**config.mk**
```make
export PLATFORM = sky130hd
export DESIGN_NAME = cmp_scan_seq_flat
export DESIGN_NICKNAME = d
export VERILOG_FILES = /design/src/rtl/cmp_scan_seq_pkg.sv /design/src/rtl/cmp_scan_seq_if.sv /design/src/rtl/cmp_scan_collect.sv /design/src/rtl/cmp_scan_seq.sv /design/src/flat_wrapper.sv
export SDC_FILE = /design/constraint.sdc
export NUM_CORES = 1
export LEC_CHECK = 0
export ABC_CLOCK_PERIOD_IN_PS = 3600
export BUFFER_PORTS_ARGS = -buffer_cell sky130_fd_sc_hd__buf_2
export CORE_MARGIN = 3
export CORE_UTILIZATION = 35
export DETAILED_ROUTE_END_ITERATION = 12
export PLACE_DENSITY = 0.57
export SETUP_SLACK_MARGIN = 0.4
export SLEW_MARGIN = 15
export SYNTH_ARGS = -nofsm -noshare
export SYNTH_HDL_FRONTEND = slang
export SYNTH_SLANG_ARGS = --single-unit
```
**constraint.sdc**
```tcl
create_clock -name clk_i -period 3.6 [get_ports clk_i]
set_clock_uncertainty 0.1 [all_clocks]
set_input_delay 0.72 -clock clk_i [delete_from_list [all_inputs] [get_ports clk_i]]
set_output_delay 0.72 -clock clk_i [all_outputs]
set_load 0.02 [all_outputs]
```
**src/rtl/cmp_scan_seq_pkg.sv**
```systemverilog
// rtl/cmp_scan_seq_pkg.sv - shared widths, defaults and FSM encoding for the compare-scan sequencer
package cmp_scan_seq_pkg;

    localparam int EXTENDED_SINGLE = 64;
    localparam int NUM_CH_DEF      = 8;
    localparam int ADDR_W_DEF      = 3;

    typedef enum logic [1:0] {
        CMP_SCAN_IDLE  = 2'd0,
        CMP_SCAN_ISSUE = 2'd1,
        CMP_SCAN_DRAIN = 2'd2,
        CMP_SCAN_DONE  = 2'd3
    } cmp_scan_state_e;

endpackage

```
**src/rtl/cmp_scan_seq_if.sv**
```systemverilog
// rtl/cmp_scan_seq_if.sv - operand RAM read port and comparator issue/return bundle
interface cmp_scan_seq_if
    import cmp_scan_seq_pkg::*;
#(
    parameter int ADDR_W = ADDR_W_DEF,
    parameter int DATA_W = EXTENDED_SINGLE
) ();

    logic [ADDR_W-1:0] rd_addr;
    logic [DATA_W-1:0] rd_data_a;
    logic [DATA_W-1:0] rd_data_b;
    logic              cmp_sta;
    logic [DATA_W-1:0] cmp_a;
    logic [DATA_W-1:0] cmp_b;
    logic              cmp_gt;
    logic              cmp_lt;
    logic              cmp_done;

    modport master (
        output rd_addr, cmp_sta, cmp_a, cmp_b,
        input  rd_data_a, rd_data_b, cmp_gt, cmp_lt, cmp_done
    );

    modport slave (
        input  rd_addr, cmp_sta, cmp_a, cmp_b,
        output rd_data_a, rd_data_b, cmp_gt, cmp_lt, cmp_done
    );

endinterface

```
**src/rtl/cmp_scan_collect.sv**
```systemverilog
// rtl/cmp_scan_collect.sv - in-order result capture, shadow masks and publish; CMP_SCAN_STICKY_EN adds sticky gt/lt
module cmp_scan_collect
    import cmp_scan_seq_pkg::*;
#(
    parameter int NUM_CH = NUM_CH_DEF,
    parameter int ADDR_W = ADDR_W_DEF
) (
    input  logic              clk_i,
    input  logic              rst_ni,
    input  cmp_scan_state_e   state_i,
    input  logic              clr_i,
    input  logic              cmp_done_i,
    input  logic              cmp_gt_i,
    input  logic              cmp_lt_i,
`ifdef CMP_SCAN_STICKY_EN
    input  logic              sticky_clr_i,
`endif
    output logic              last_o,
    output logic [NUM_CH-1:0] gt_mask_o,
    output logic [NUM_CH-1:0] lt_mask_o,
    output logic [NUM_CH-1:0] eq_mask_o
);

    localparam logic [ADDR_W-1:0] LAST_IDX = ADDR_W'(NUM_CH - 1);

    logic [ADDR_W-1:0] ret_cnt_q, ret_cnt_d;
    logic [NUM_CH-1:0] sh_gt_q, sh_gt_d, sh_lt_q, sh_lt_d, sh_eq_q, sh_eq_d;
    logic [NUM_CH-1:0] gt_q, gt_d, lt_q, lt_d, eq_q, eq_d;
    logic              take;
    logic              publish;

    // Results only count while a scan is live, so stale returns after reset are dropped.
    assign take    = cmp_done_i && (state_i == CMP_SCAN_ISSUE || state_i == CMP_SCAN_DRAIN);
    assign last_o  = take && (ret_cnt_q == LAST_IDX);
    assign publish = last_o && (state_i == CMP_SCAN_DRAIN);

    always_comb begin
        ret_cnt_d = ret_cnt_q;
        sh_gt_d   = sh_gt_q;
        sh_lt_d   = sh_lt_q;
        sh_eq_d   = sh_eq_q;
        if (clr_i) begin
            ret_cnt_d = '0;
            sh_gt_d   = '0;
            sh_lt_d   = '0;
            sh_eq_d   = '0;
        end else if (take) begin
            sh_gt_d[ret_cnt_q] = cmp_gt_i;
            sh_lt_d[ret_cnt_q] = cmp_lt_i;
            sh_eq_d[ret_cnt_q] = ~cmp_gt_i & ~cmp_lt_i;
            ret_cnt_d          = ret_cnt_q + ADDR_W'(1);
        end
    end

    // Publishing from the _d shadows folds the final result in on the same edge.
    always_comb begin
        gt_d = gt_q;
        lt_d = lt_q;
        eq_d = eq_q;
        if (publish) begin
            eq_d = sh_eq_d;
        end
`ifdef CMP_SCAN_STICKY_EN
        if (sticky_clr_i) begin
            gt_d = '0;
            lt_d = '0;
        end else if (publish) begin
            gt_d = gt_q | sh_gt_d;
            lt_d = lt_q | sh_lt_d;
        end
`else
        if (publish) begin
            gt_d = sh_gt_d;
            lt_d = sh_lt_d;
        end
`endif
    end

    always_ff @(posedge clk_i) begin
        if (!rst_ni) begin
            ret_cnt_q <= '0;
            sh_gt_q   <= '0;
            sh_lt_q   <= '0;
            sh_eq_q   <= '0;
            gt_q      <= '0;
            lt_q      <= '0;
            eq_q      <= '0;
        end else begin
            ret_cnt_q <= ret_cnt_d;
            sh_gt_q   <= sh_gt_d;
            sh_lt_q   <= sh_lt_d;
            sh_eq_q   <= sh_eq_d;
            gt_q      <= gt_d;
            lt_q      <= lt_d;
            eq_q      <= eq_d;
        end
    end

    assign gt_mask_o = gt_q;
    assign lt_mask_o = lt_q;
    assign eq_mask_o = eq_q;

endmodule

```
**src/rtl/cmp_scan_seq.sv**
```systemverilog
// rtl/cmp_scan_seq.sv - scan FSM and compare-issue pipeline; CMP_SCAN_STICKY_EN adds sticky_clr_i
module cmp_scan_seq
    import cmp_scan_seq_pkg::*;
#(
    parameter int NUM_CH = NUM_CH_DEF,
    parameter int ADDR_W = ADDR_W_DEF,
    parameter int DATA_W = EXTENDED_SINGLE
) (
    input  logic              clk_i,
    input  logic              rst_ni,
    input  logic              start_i,
`ifdef CMP_SCAN_STICKY_EN
    input  logic              sticky_clr_i,
`endif
    cmp_scan_seq_if.master    bus,
    output logic [NUM_CH-1:0] gt_mask_o,
    output logic [NUM_CH-1:0] lt_mask_o,
    output logic [NUM_CH-1:0] eq_mask_o,
    output logic              busy_o,
    output logic              done_sig_o
);

    localparam logic [ADDR_W-1:0] LAST_IDX = ADDR_W'(NUM_CH - 1);

    cmp_scan_state_e   state_q, state_d;
    logic [ADDR_W-1:0] issue_cnt_q, issue_cnt_d;
    logic              clr;
    logic              last_ret;
    logic              rd_vld_q;
    logic              sta_q;
    logic [DATA_W-1:0] cmp_a_q, cmp_b_q;

    always_comb begin
        state_d     = state_q;
        issue_cnt_d = issue_cnt_q;
        clr         = 1'b0;
        unique case (state_q)
            CMP_SCAN_IDLE: begin
                if (start_i) begin
                    state_d     = CMP_SCAN_ISSUE;
                    issue_cnt_d = '0;
                    clr         = 1'b1;
                end
            end
            CMP_SCAN_ISSUE: begin
                if (issue_cnt_q == LAST_IDX) begin
                    state_d     = CMP_SCAN_DRAIN;
                    issue_cnt_d = '0;
                end else begin
                    issue_cnt_d = issue_cnt_q + ADDR_W'(1);
                end
            end
            CMP_SCAN_DRAIN: begin
                if (last_ret) begin
                    state_d = CMP_SCAN_DONE;
                end
            end
            CMP_SCAN_DONE: begin
                state_d = CMP_SCAN_IDLE;
            end
            default: state_d = CMP_SCAN_IDLE;
        endcase
    end

    // RAM data lands one cycle after the address; cmp_sta follows one register later.
    always_ff @(posedge clk_i) begin
        if (!rst_ni) begin
            state_q     <= CMP_SCAN_IDLE;
            issue_cnt_q <= '0;
            rd_vld_q    <= 1'b0;
            sta_q       <= 1'b0;
            cmp_a_q     <= '0;
            cmp_b_q     <= '0;
        end else begin
            state_q     <= state_d;
            issue_cnt_q <= issue_cnt_d;
            rd_vld_q    <= (state_q == CMP_SCAN_ISSUE);
            sta_q       <= rd_vld_q;
            if (rd_vld_q) begin
                cmp_a_q <= bus.rd_data_a;
                cmp_b_q <= bus.rd_data_b;
            end
        end
    end

    assign bus.rd_addr = issue_cnt_q;
    assign bus.cmp_sta = sta_q;
    assign bus.cmp_a   = cmp_a_q;
    assign bus.cmp_b   = cmp_b_q;

    assign busy_o     = (state_q == CMP_SCAN_ISSUE) || (state_q == CMP_SCAN_DRAIN);
    assign done_sig_o = (state_q == CMP_SCAN_DONE);

    cmp_scan_collect #(
        .NUM_CH (NUM_CH),
        .ADDR_W (ADDR_W)
    ) u_collect (
        .clk_i        (clk_i),
        .rst_ni       (rst_ni),
        .state_i      (state_q),
        .clr_i        (clr),
        .cmp_done_i   (bus.cmp_done),
        .cmp_gt_i     (bus.cmp_gt),
        .cmp_lt_i     (bus.cmp_lt),
`ifdef CMP_SCAN_STICKY_EN
        .sticky_clr_i (sticky_clr_i),
`endif
        .last_o       (last_ret),
        .gt_mask_o    (gt_mask_o),
        .lt_mask_o    (lt_mask_o),
        .eq_mask_o    (eq_mask_o)
    );

endmodule

```
**src/flat_wrapper.sv**
```systemverilog
// flat-port wrapper written by rule: the top's interface ports become plain ports
module cmp_scan_seq_flat import cmp_scan_seq_pkg::*;
#(
    parameter int NUM_CH = NUM_CH_DEF,
    parameter int ADDR_W = ADDR_W_DEF,
    parameter int DATA_W = EXTENDED_SINGLE
)
  (clk_i, rst_ni, start_i, gt_mask_o, lt_mask_o, eq_mask_o, busy_o, done_sig_o, bus_rd_addr, bus_cmp_sta, bus_cmp_a, bus_cmp_b, bus_rd_data_a, bus_rd_data_b, bus_cmp_gt, bus_cmp_lt, bus_cmp_done);
  cmp_scan_seq_if #(.ADDR_W(ADDR_W), .DATA_W(DATA_W)) bus_i ();
  input  logic clk_i;
  input  logic rst_ni;
  input  logic start_i;
  output logic [NUM_CH-1:0] gt_mask_o;
  output logic [NUM_CH-1:0] lt_mask_o;
  output logic [NUM_CH-1:0] eq_mask_o;
  output logic busy_o;
  output logic done_sig_o;
  output wire logic [$bits(bus_i.rd_addr)-1:0] bus_rd_addr;
  output wire logic [$bits(bus_i.cmp_sta)-1:0] bus_cmp_sta;
  output wire logic [$bits(bus_i.cmp_a)-1:0] bus_cmp_a;
  output wire logic [$bits(bus_i.cmp_b)-1:0] bus_cmp_b;
  input wire logic [$bits(bus_i.rd_data_a)-1:0] bus_rd_data_a;
  input wire logic [$bits(bus_i.rd_data_b)-1:0] bus_rd_data_b;
  input wire logic [$bits(bus_i.cmp_gt)-1:0] bus_cmp_gt;
  input wire logic [$bits(bus_i.cmp_lt)-1:0] bus_cmp_lt;
  input wire logic [$bits(bus_i.cmp_done)-1:0] bus_cmp_done;
  assign bus_rd_addr = bus_i.rd_addr;
  assign bus_cmp_sta = bus_i.cmp_sta;
  assign bus_cmp_a = bus_i.cmp_a;
  assign bus_cmp_b = bus_i.cmp_b;
  assign bus_i.rd_data_a = bus_rd_data_a;
  assign bus_i.rd_data_b = bus_rd_data_b;
  assign bus_i.cmp_gt = bus_cmp_gt;
  assign bus_i.cmp_lt = bus_cmp_lt;
  assign bus_i.cmp_done = bus_cmp_done;
  cmp_scan_seq #(.NUM_CH(NUM_CH), .ADDR_W(ADDR_W), .DATA_W(DATA_W)) u_core (.clk_i(clk_i), .rst_ni(rst_ni), .start_i(start_i), .bus(bus_i), .gt_mask_o(gt_mask_o), .lt_mask_o(lt_mask_o), .eq_mask_o(eq_mask_o), .busy_o(busy_o), .done_sig_o(done_sig_o));
endmodule
```
; ---- Yosys cells after proc, flatten, opt, wreduce, memory -nomap -nowiden
; Index checks and enable logic that the tools add are counted.
[word_totals]
reg_bits = 186
inputBits = 134
output_inout_bits = 158
word_cells = 59
[classes]
mux = 20
reduce_logical = 10
n_eq_ne = 8
addsub = 2
magnitude_cmp = 2
bitwise = 4
[op_table]
columns = op, n
row1 = two-way mux 8 bit, 6
row2 = bitwise mux 8 bit, 3
row3 = case mux 2 bit (4 select lines), 1
row4 = adder 3 x 1 -> 3 bit (second input constant), 2
row5 = == test 3 bit (second input constant), 2
row6 = two-way mux 2 bit, 3
row7 = two-way mux 3 bit, 2
row8 = case mux 3 bit (2 select lines), 1
row9 = == test 2 bit (second input constant), 2
row10 = logical AND 1 bit, 4
row11 = < comparator 3 x 4 -> 1 bit (second input constant), 1
row12 = != test 2 bit (second input constant), 2
row13 = demux 1 bit (select 3 bit), 1
row14 = greater-or-equal comparator 3 x 1 -> 1 bit (second input constant), 1
row15 = two-way mux 1 bit, 3
row16 = NOT 1 bit, 3
row17 = AND reduction 3 bit, 1
row18 = == test 2 x 1 -> 1 bit (second input constant), 1
row19 = logical NOT 2 bit, 1
row20 = != test 2 x 1 -> 1 bit (second input constant), 1
row21 = AND reduction 2 bit, 1
row22 = nonzero test 2 bit, 1
row23 = OR reduction 2 bit, 1
row24 = AND 1 bit, 1
row25 = logical OR 1 bit, 1

; ---- Depth between registers and ports, before layout
; Gate-level depths: netlist (run 1).
[logic_depth]
word_depth = 7
mapped_depth = 8
ltp_nobuf = 5

; ---- Cells and area by module
; Synthesis (run 1) repeated with hierarchy kept, for this count alone.
[unflattened]
cells_unflattened = 710
hier_area_um2 = 7299.5
[by_module_without_submodules]
columns = mod, cells_each, area_each_um2, seq_area_each_um2, n_inst
row1 = cmp_scan_seq, 453, 5033.6, 2702.6, 1
row2 = cmp_scan_collect, 257, 2265.9, 1021.0, 1

; ---- Least setup slack after synthesis (run 1)
; No wires, ideal clock.
[synth_path]
path_type = register to register
start = register u_core.state_q[0]
end = register u_core.u_collect.lt_q[6], in the netlist u_core.u_collect.lt_mask_o[6]
slack_ns = 1.688
t_required_ns = 3.364
period_less_slack_ns = 1.912
arrival_ns = 1.675
setup_ns = 0.136
stages_incl_launch_ff = 9
path_buffers = 3
cell_sequence = dfxtp_1 > inv_1 > ha_1 > buf_4 > and2_1 > buf_2 > buf_2 > a211oi_1 > a211oi_1
[synth_between]
elab_chain_cells = 5
word_cells_on_any_way = 10
cone_classes = eq/ne: 2 / mux: 3 / reduce/logical: 5
[synth_rtl]
columns = element, line_no
row1 = from (decl), cmp_scan_seq.sv:25  ; cmp_scan_state_e state_q, state_d;
row2 = from (signal assigned), cmp_scan_seq.sv:75  ; state_q <= state_d;
row3 = == test 2 x 1 -> 1 bit / == test 2 bit (equally long branches), n/a
row4 = logical OR 1 bit (*), n/a
row5 = named net busy_o, flat_wrapper.sv:16  ; output logic busy_o;
row6 = logical AND 1 bit (*), cmp_scan_collect.sv:33  ; assign take = cmp_done_i && (state_i == CMP_SCAN_ISSUE || state_i == CMP_SCAN_DRAIN);
row7 = two-way mux 8 bit / logical AND 1 bit (equally long branches), "cmp_scan_collect.sv:47, cmp_scan_collect.sv:34"
row8 = two-way mux 8 bit / logical AND 1 bit (equally long branches), "cmp_scan_collect.sv:42, cmp_scan_collect.sv:35"
row9 = to (signal assigned), cmp_scan_collect.sv:94  ; lt_q <= lt_d;
row10 = to (decl), cmp_scan_collect.sv:28  ; logic [NUM_CH-1:0] gt_q, gt_d, lt_q, lt_d, eq_q, eq_d;
; Mark *: on every way through the listed nets, which the timed path passes. The rest lies on a longest branch.
; A chain may end at the register's enable or synchronous reset.

; ---- Worst setup path after layout (run 1)
[layout_path]
start = register u_core.state_q[0]
end = output busy_o
[layout_between]
elab_chain_cells = 2
word_cells_on_any_way = 3
cone_classes = eq/ne: 2 / reduce/logical: 1
[layout_rtl]
columns = element, line_no
row1 = == test 2 x 1 -> 1 bit / == test 2 bit (equally long branches), cmp_scan_seq.sv:91  ; assign busy_o = (state_q == CMP_SCAN_ISSUE) || (state_q == CMP_SCAN_DRAIN);
row2 = logical OR 1 bit (*), cmp_scan_seq.sv:91
row3 = to (decl), flat_wrapper.sv:16
; Mark *: on every way between the ends. The rest lies on a longest branch, timed or not.

==> flow_summary.json, run 1 <==
{
  "overflow": 0,
  "clock_latency_ns": 0.43,
  "critPathKind": "flip-flop to output port",
  "via_per_inst": 4.81,
  "setup_viol": 0,
  "syn_nets": 869,
  "synth_top_flop_cell": "dfxtp_1",
  "hold_viol": 0,
  "postCtsSetupBuffers": 0,
  "cts_tree": "built",
  "n_antenna_cell": 0,
  "ant_nets": 0,
  "yosys_warnings": 0,
  "grt_pass1_vias": 5862,
  "gp_congestion": 0.840,
  "areaGrowthSynthToFinish_pct": 28.5,
  "drc": 0,
  "tightest_slew_ns": 1.01,
  "netlist_instances": 727,
  "maxCapViolCount": 0,
  "endpoint": "busy_o",
  "max_stage_delay_ns": 0.48,
  "grtUsageTotal": 0.181,
  "grt_pass1_wl_um": 34200,
  "fp.dieW_um": 153,
  "die_area_sq_mm": 0.0235,
  "period_needed_ns": 2.64,
  "clkTransAtPathRegs_ns": 0.07,
  "routed_wl_um": 21800,
  "cts_buffers": 17,
  "max_freq_mhz": 379,
  "startpoint_type": "flip-flop",
  "antenna_found_initial": 0,
  "ys_types": 36,
  "async_flop_share": 0,
  "rows": 53,
  "setup-tns-final_ns": 0,
  "die_y_um": 153,
  "arrival_ns": 1.82,
  "initial_core_util": 0.358,
  "io_buffers": 291,
  "post-route-util": 0.460,
  "layout.nets": 1128,
  "rsz0062_at_grt": "no",
  "critPathBufInv": 3,
  "status": "finished, final reports clean",
  "ctsHoldBuffers": 0,
  "ir_drop_v": 0.000274,
  "wl_per_cell_um": 17.1,
  "reg2reg_from": "u_core.state_q[0]",
  "netlist_area_sq_mm": 0.00758,
  "path_cells": "inv_1 -> ha_1 -> buf_4 -> buf_2",
  "cp-startpoint": "u_core.state_q[0]",
  "core_sq_mm": 0.0212,
  "synth-seq-cells": 186,
  "hp-class": "flip-flop to flip-flop",
  "layout_common_cells": "buf_2, dfxtp_1, nor2b_1",
  "drive_gt1_frac": 0.342,
  "via_count": 6121,
  "r2r_cells": 5,
  "grt_max_degree": 123,
  "crit_cells": 4,
  "synth_edf_count": 0,
  "cts_buffer_depth": 2,
  "postCtsResizedCells": 0,
  "dp_hpwl_um": 15600,
  "first_pass_iters": 4,
  "final_common_cell": "buf_2",
  "leakage_nw": 4.16,
  "powerDensity_mw_per_mm2": 592,
  "cp-end-kind": "output port",
  "maxSlewViolCount": 0,
  "avgSynthCellArea_sq_um": 10.4,
  "path_delay_family": "buffers and inverters",
  "ios": 292,
  "r2r_end": "u_core.u_collect.gt_mask_o[4]",
  "required_ns": 2.78,
  "htreeDepth": 4,
  "cp_max_fo": 11,
  "regToRegSetupSlack_ns": 1.03,
  "slowest_stage": "ha_1",
  "initialDrtViolationCount": 465,
  "cts.sinks": 186,
  "timing.final.crit_share": 0.733,
  "cts_root_buf": "clkbuf_16",
  "synth-seq-area-share": 0.491,
  "nFillCells": 2081,
  "finalPower_mw": 5.77,
  "relSlewSlack": 0.326
}
## cell usage after synthesis, types with 2 or more instances
| cell type | count | area, sq um |
|---|---|---|
| dfxtp_1 | 186 | 3720 |
| nor2b_1 | 132 | 826 |
| mux2i_1 | 131 | 1310 |
| buf_2 | 35 | 175 |
| a211oi_1 | 32 | 240 |
| a21oi_1 | 26 | 130 |
| o21ai_0 | 23 | 115 |
| clkbuf_1 | 22 | 82.6 |
| nor2_1 | 20 | 75.1 |
| nand3_1 | 19 | 95.1 |
| nand2_1 | 17 | 63.8 |
| a41o_1 | 16 | 160 |
| o211ai_1 | 16 | 120 |
| a311oi_1 | 8 | 70.1 |
| ha_1 | 8 | 100 |
| buf_4 | 4 | 30.0 |
| inv_1 | 4 | 15.0 |
| a32oi_1 | 3 | 26.3 |
| and2_1 | 3 | 18.8 |
| o21ai_1 | 3 | 15.0 |
| and3b_1 | 2 | 17.5 |
| nand2b_1 | 2 | 12.5 |
| nand3b_1 | 2 | 15.0 |
## report_power, final
group / switching, mW / internal [mW] / total [mW]
sequential: 0.127 / 2.26 / 2.38
clock: 0.889 / 0.911 / 1.80
combinational: 0.975 / 0.608 / 1.58
## worst min-delay path by stage
stage	startpoint	to	slack, ns	cells after the start
global placement	u_core.u_collect.sh_lt_q[5]	u_core.u_collect.sh_lt_q[5]	0.37	2
global route	u_core.u_collect.sh_lt_q[3]	u_core.u_collect.sh_lt_q[3]	0.40	2
floorplan	u_core.u_collect.sh_lt_q[0]	u_core.u_collect.sh_lt_q[0]	0.35	2
detailed placement	u_core.u_collect.sh_gt_q[5]	u_core.u_collect.sh_gt_q[5]	0.37	2
CTS	u_core.u_collect.sh_gt_q[5]	u_core.u_collect.sh_gt_q[5]	0.38	2
finish	u_core.u_collect.sh_gt_q[5]	u_core.u_collect.sh_gt_q[5]	0.38	2
## kinds of logic after synthesis
family,after synthesis,share of synthesized area
AND/OR/NAND/NOR,205,0.160
flip-flops,186,0.491
multiplexers,131,0.173
AO/OA/AOI/OAI,128,0.117
buffers and inverters,68,0.0441
adder cells (fa/ha/maj),8,0.0132
XOR/XNOR,1,0.00116
## worst reg2reg max path: cells and delay by family (launching register included)
family | cells | cell delay [ns]
compound gates | 1 | 0.17
fa+ha+maj | 1 | 0.48
buf+inv | 1 | 0.08
flops | 1 | 0.38
simple gates | 2 | 1.22
## registers in the layout, summed over array words and instances, names as in the netlist, 2 cells and up
signal / cells
u_core.bus.cmp_b: 64
u_core.u_collect.eq_mask_o: 8
u_core.u_collect.sh_gt_q: 8
u_core.u_collect.gt_mask_o: 8
u_core.bus.cmp_a: 64
u_core.u_collect.sh_eq_q: 8
u_core.bus.rd_addr: 3
u_core.u_collect.sh_lt_q: 8
u_core.u_collect.ret_cnt_q: 3
u_core.u_collect.lt_mask_o: 8
u_core.state_q: 2
## through the flow
step	setup WS [ns]	cell area, sq um	hold WS (ns)	instances
floorplan	1.69	7580	0.354	727
global placement	1.08	9180	0.367	1242
detailed placement	1.05	9180	0.369	1242
CTS	0.930	9740	0.381	1273
global route	0.779	9740	0.401	1273
finish	0.962	9740	0.379	1273
## cell type report
cell class | count | area [sq um] | share of cell area
clock inverters | 14 | 134 | 0.0137
clock buffers | 17 | 425 | 0.0437
well taps | 275 | 344 | 0.0353
inverters | 4 | 15.0 | 0.00154
flip-flops and latches | 186 | 3730 | 0.383
repair buffers | 304 | 1570 | 0.161
multi-input cells | 473 | 3520 | 0.362
## routing by layer
layer	GRT usage	vias to the layer above	part of all wire
met2	0.305	200	0.49
li1	-	3068	-
met3	0.0382	26	0.055
met1	0.234	2827	0.44
met5	0	-	0
met4	0.0547	0	0.017
(Power assumes the default switching activity.)
==> run 2: changes to the inputs <==
--- a/config.mk
+++ b/config.mk
@@ -5,7 +5,7 @@
 export SDC_FILE = /design/constraint.sdc
 export NUM_CORES = 1
 export LEC_CHECK = 0
-export ABC_CLOCK_PERIOD_IN_PS = 3600
+export ABC_CLOCK_PERIOD_IN_PS = 2520
 export BUFFER_PORTS_ARGS = -buffer_cell sky130_fd_sc_hd__buf_2
 export CORE_MARGIN = 3
 export CORE_UTILIZATION = 35
==> constraint.sdc (replaced) <==
create_clock -name clk_i -period 2.52 [get_ports clk_i]
set_clock_uncertainty 0.1 [all_clocks]
set_input_delay 0.504 -clock clk_i [delete_from_list [all_inputs] [get_ports clk_i]]
set_output_delay 0.504 -clock clk_i [all_outputs]
set_load 0.02 [all_outputs]
==> run 2 against run 1 <==
Effect of this change:
- non-clock buffer count rose by 12
- die area did not move
- cell count rose by 1.0%
- first-iteration DRC count fell by 14%
==> flow_summary.json, run 2 (synthesized netlist as in run 1, its figures left out) <==
{
  "status": "finished, final reports clean",
  "grt_pass1_vias": 5874,
  "ir_drop_v": 0.000415,
  "maxCapViolCount": 0,
  "critPathKind": "flip-flop to output port",
  "critPathBufInv": 3,
  "timing.final.crit_share": 0.795,
  "rows": 53,
  "dp_cells": 1250,
  "grt_pass1_wl_um": 33600,
  "path_delay_family": "buffers and inverters",
  "hp-class": "input port to flip-flop",
  "areaGrowthSynthToFinish_pct": 31.4,
  "n_antenna_cell": 0,
  "ios": 292,
  "initialDrtViolationCount": 400,
  "path_cells": "inv_1 -> ha_4 -> buf_8 -> buf_4",
  "die_area_sq_mm": 0.0235,
  "via_count": 6112,
  "setup-tns-final_ns": 0,
  "final_common_cell": "buf_2",
  "dp_hpwl_um": 16000,
  "cts_root_buf": "clkbuf_16",
  "first_pass_iters": 4,
  "ctsHoldBuffers": 0,
  "cts_buffer_depth": 2,
  "arrival_ns": 1.40,
  "cp-end-kind": "output port",
  "initial_core_util": 0.358,
  "powerDensity_mw_per_mm2": 861,
  "relSlewSlack": 0.657,
  "drive_gt1_frac": 0.361,
  "via_per_inst": 4.75,
  "layout_common_cells": "buf_2, dfxtp_1, mux2i_1, nor2b_1, a211oi_1",
  "drc": 0,
  "startpoint_type": "flip-flop",
  "fp.dieW_um": 153,
  "hold_viol": 0,
  "routed_wl_um": 21800,
  "required_ns": 1.92,
  "max_stage_delay_ns": 0.35,
  "pwr-share-comb": 0.282,
  "core_sq_mm": 0.0212,
  "htreeDepth": 4,
  "tightest_slew_ns": 0.515,
  "io_buffers": 291,
  "slowest_stage": "dfxtp_2",
  "grtUsageTotal": 0.179,
  "layout.nets": 1140,
  "die_y_um": 153,
  "dpl_cell_area_sq_mm": 0.00928,
  "whs_ns": 0.230,
  "leakage_nw": 4.27,
  "clkTransAtPathRegs_ns": 0.07,
  "intPower_mw": 5.74,
  "clkPwrFrac": 0.320,
  "ant_nets": 0,
  "cts.sinks": 186,
  "final_area_sq_mm": 0.00996,
  "gp_congestion": 0.801,
  "switchingPower_mw": 2.83,
  "hp-start": "bus_rd_data_b[9]",
  "cts_buffers": 17,
  "maxSlewViolCount": 0,
  "wl_per_cell_um": 16.9,
  "reg2reg_from": "u_core.u_collect.ret_cnt_q[0]",
  "cp-startpoint": "u_core.state_q[0]",
  "antenna_found_initial": 0,
  "layoutNonFillerInstCount": 1286,
  "grt_max_degree": 90,
  "overflow": 0,
  "cp_max_fo": 6,
  "clock_latency_ns": 0.43,
  "cts_tree": "built",
  "max_freq_mhz": 499,
  "period_needed_ns": 2.00,
  "seqPwrFrac": 0.399,
  "rsz0062_at_grt": "yes",
  "p_sw_frac": 0.330,
  "setup_viol": 0
}
run 2: cell types whose count changed in the layout (fill, tap and decap cells not counted), moves of 2 or more:
cell,previous run,this run
buf_12,1,4
buf_4,13,21
bufinv_16,0,2
clkinv_4,4,2
dfxtp_1,185,181
dfxtp_2,0,4
nor2_1,20,18
nor2_2,0,2
run 2: worst register-to-register path: cells and delay by family, from the launching register on:
family	cells	cell delay, ns
flops	1	0.43
simple gates	1	0.24
compound gates	2	0.31
fa+ha+maj	2	0.36
buf+inv	2	0.42
run 2: final timing paths:
kind              cells after the start                            end  slack [ns]
setup / recovery                      4                         busy_o        0.52
hold reg to reg                       2              u_core.state_q[1]        0.38
hold / removal                        3            u_core.bus.cmp_b[9]        0.23
setup reg to reg                      7  u_core.u_collect.gt_mask_o[0]        0.54
run 2: per-stage QoR:
| stage | utilization | worst slack (ns) | power [mW] |
|---|---|---|---|
| final | 0.471 | 0.515 | 8.57 |
| after global routing | 0.471 | 0.397 | 9.02 |
| after CTS | 0.468 | 0.368 | 8.59 |
| after detailed placement | 0.439 | 0.305 | 5.76 |
| after global placement | 0.439 | 0.333 | 5.75 |
| after floorplan | - | 0.608 | 5.04 |
run 2: per-layer routing:
layer  vias up  wire length (um)  global-route usage
met1      2784              9380               0.224
met3        15              1370              0.0507
met2       205             10800               0.306
met5         -                 0                   0
met4         0               212              0.0403
li1       3108                 -                   -
run 2: cell type report:
| cell class | instances | area [sq um] |
|---|---|---|
| clock inverters | 14 | 178 |
| well taps | 275 | 344 |
| clock buffers | 18 | 429 |
| multi-input cells | 473 | 3550 |
| inverters | 4 | 15.0 |
| fillers | 2071 | 11200 |
| flip-flops and latches | 186 | 3730 |
| repair buffers | 316 | 1710 |
run 2: what timing repair did:
action / CTS / global route
gates cloned: 0 / 0
gates resized for setup: 7 / 10
endpoints found under the hold margin: 0 / 0
buffers inserted: 0 / 4
setup endpoints to repair: 22 / 24
pin swaps: 0 / 1
run 2: power by group through the flow:
stage	logic (mW)	clock network, mW	registers, mW
6_report	2.42	2.74	3.42
5_1_grt	2.61	2.95	3.46
4_1_cts	2.33	2.84	3.42
3_5_place_dp	2.28	0	3.48
3_3_place_gp	2.28	0	3.47
2_1_floorplan	1.31	0	3.73
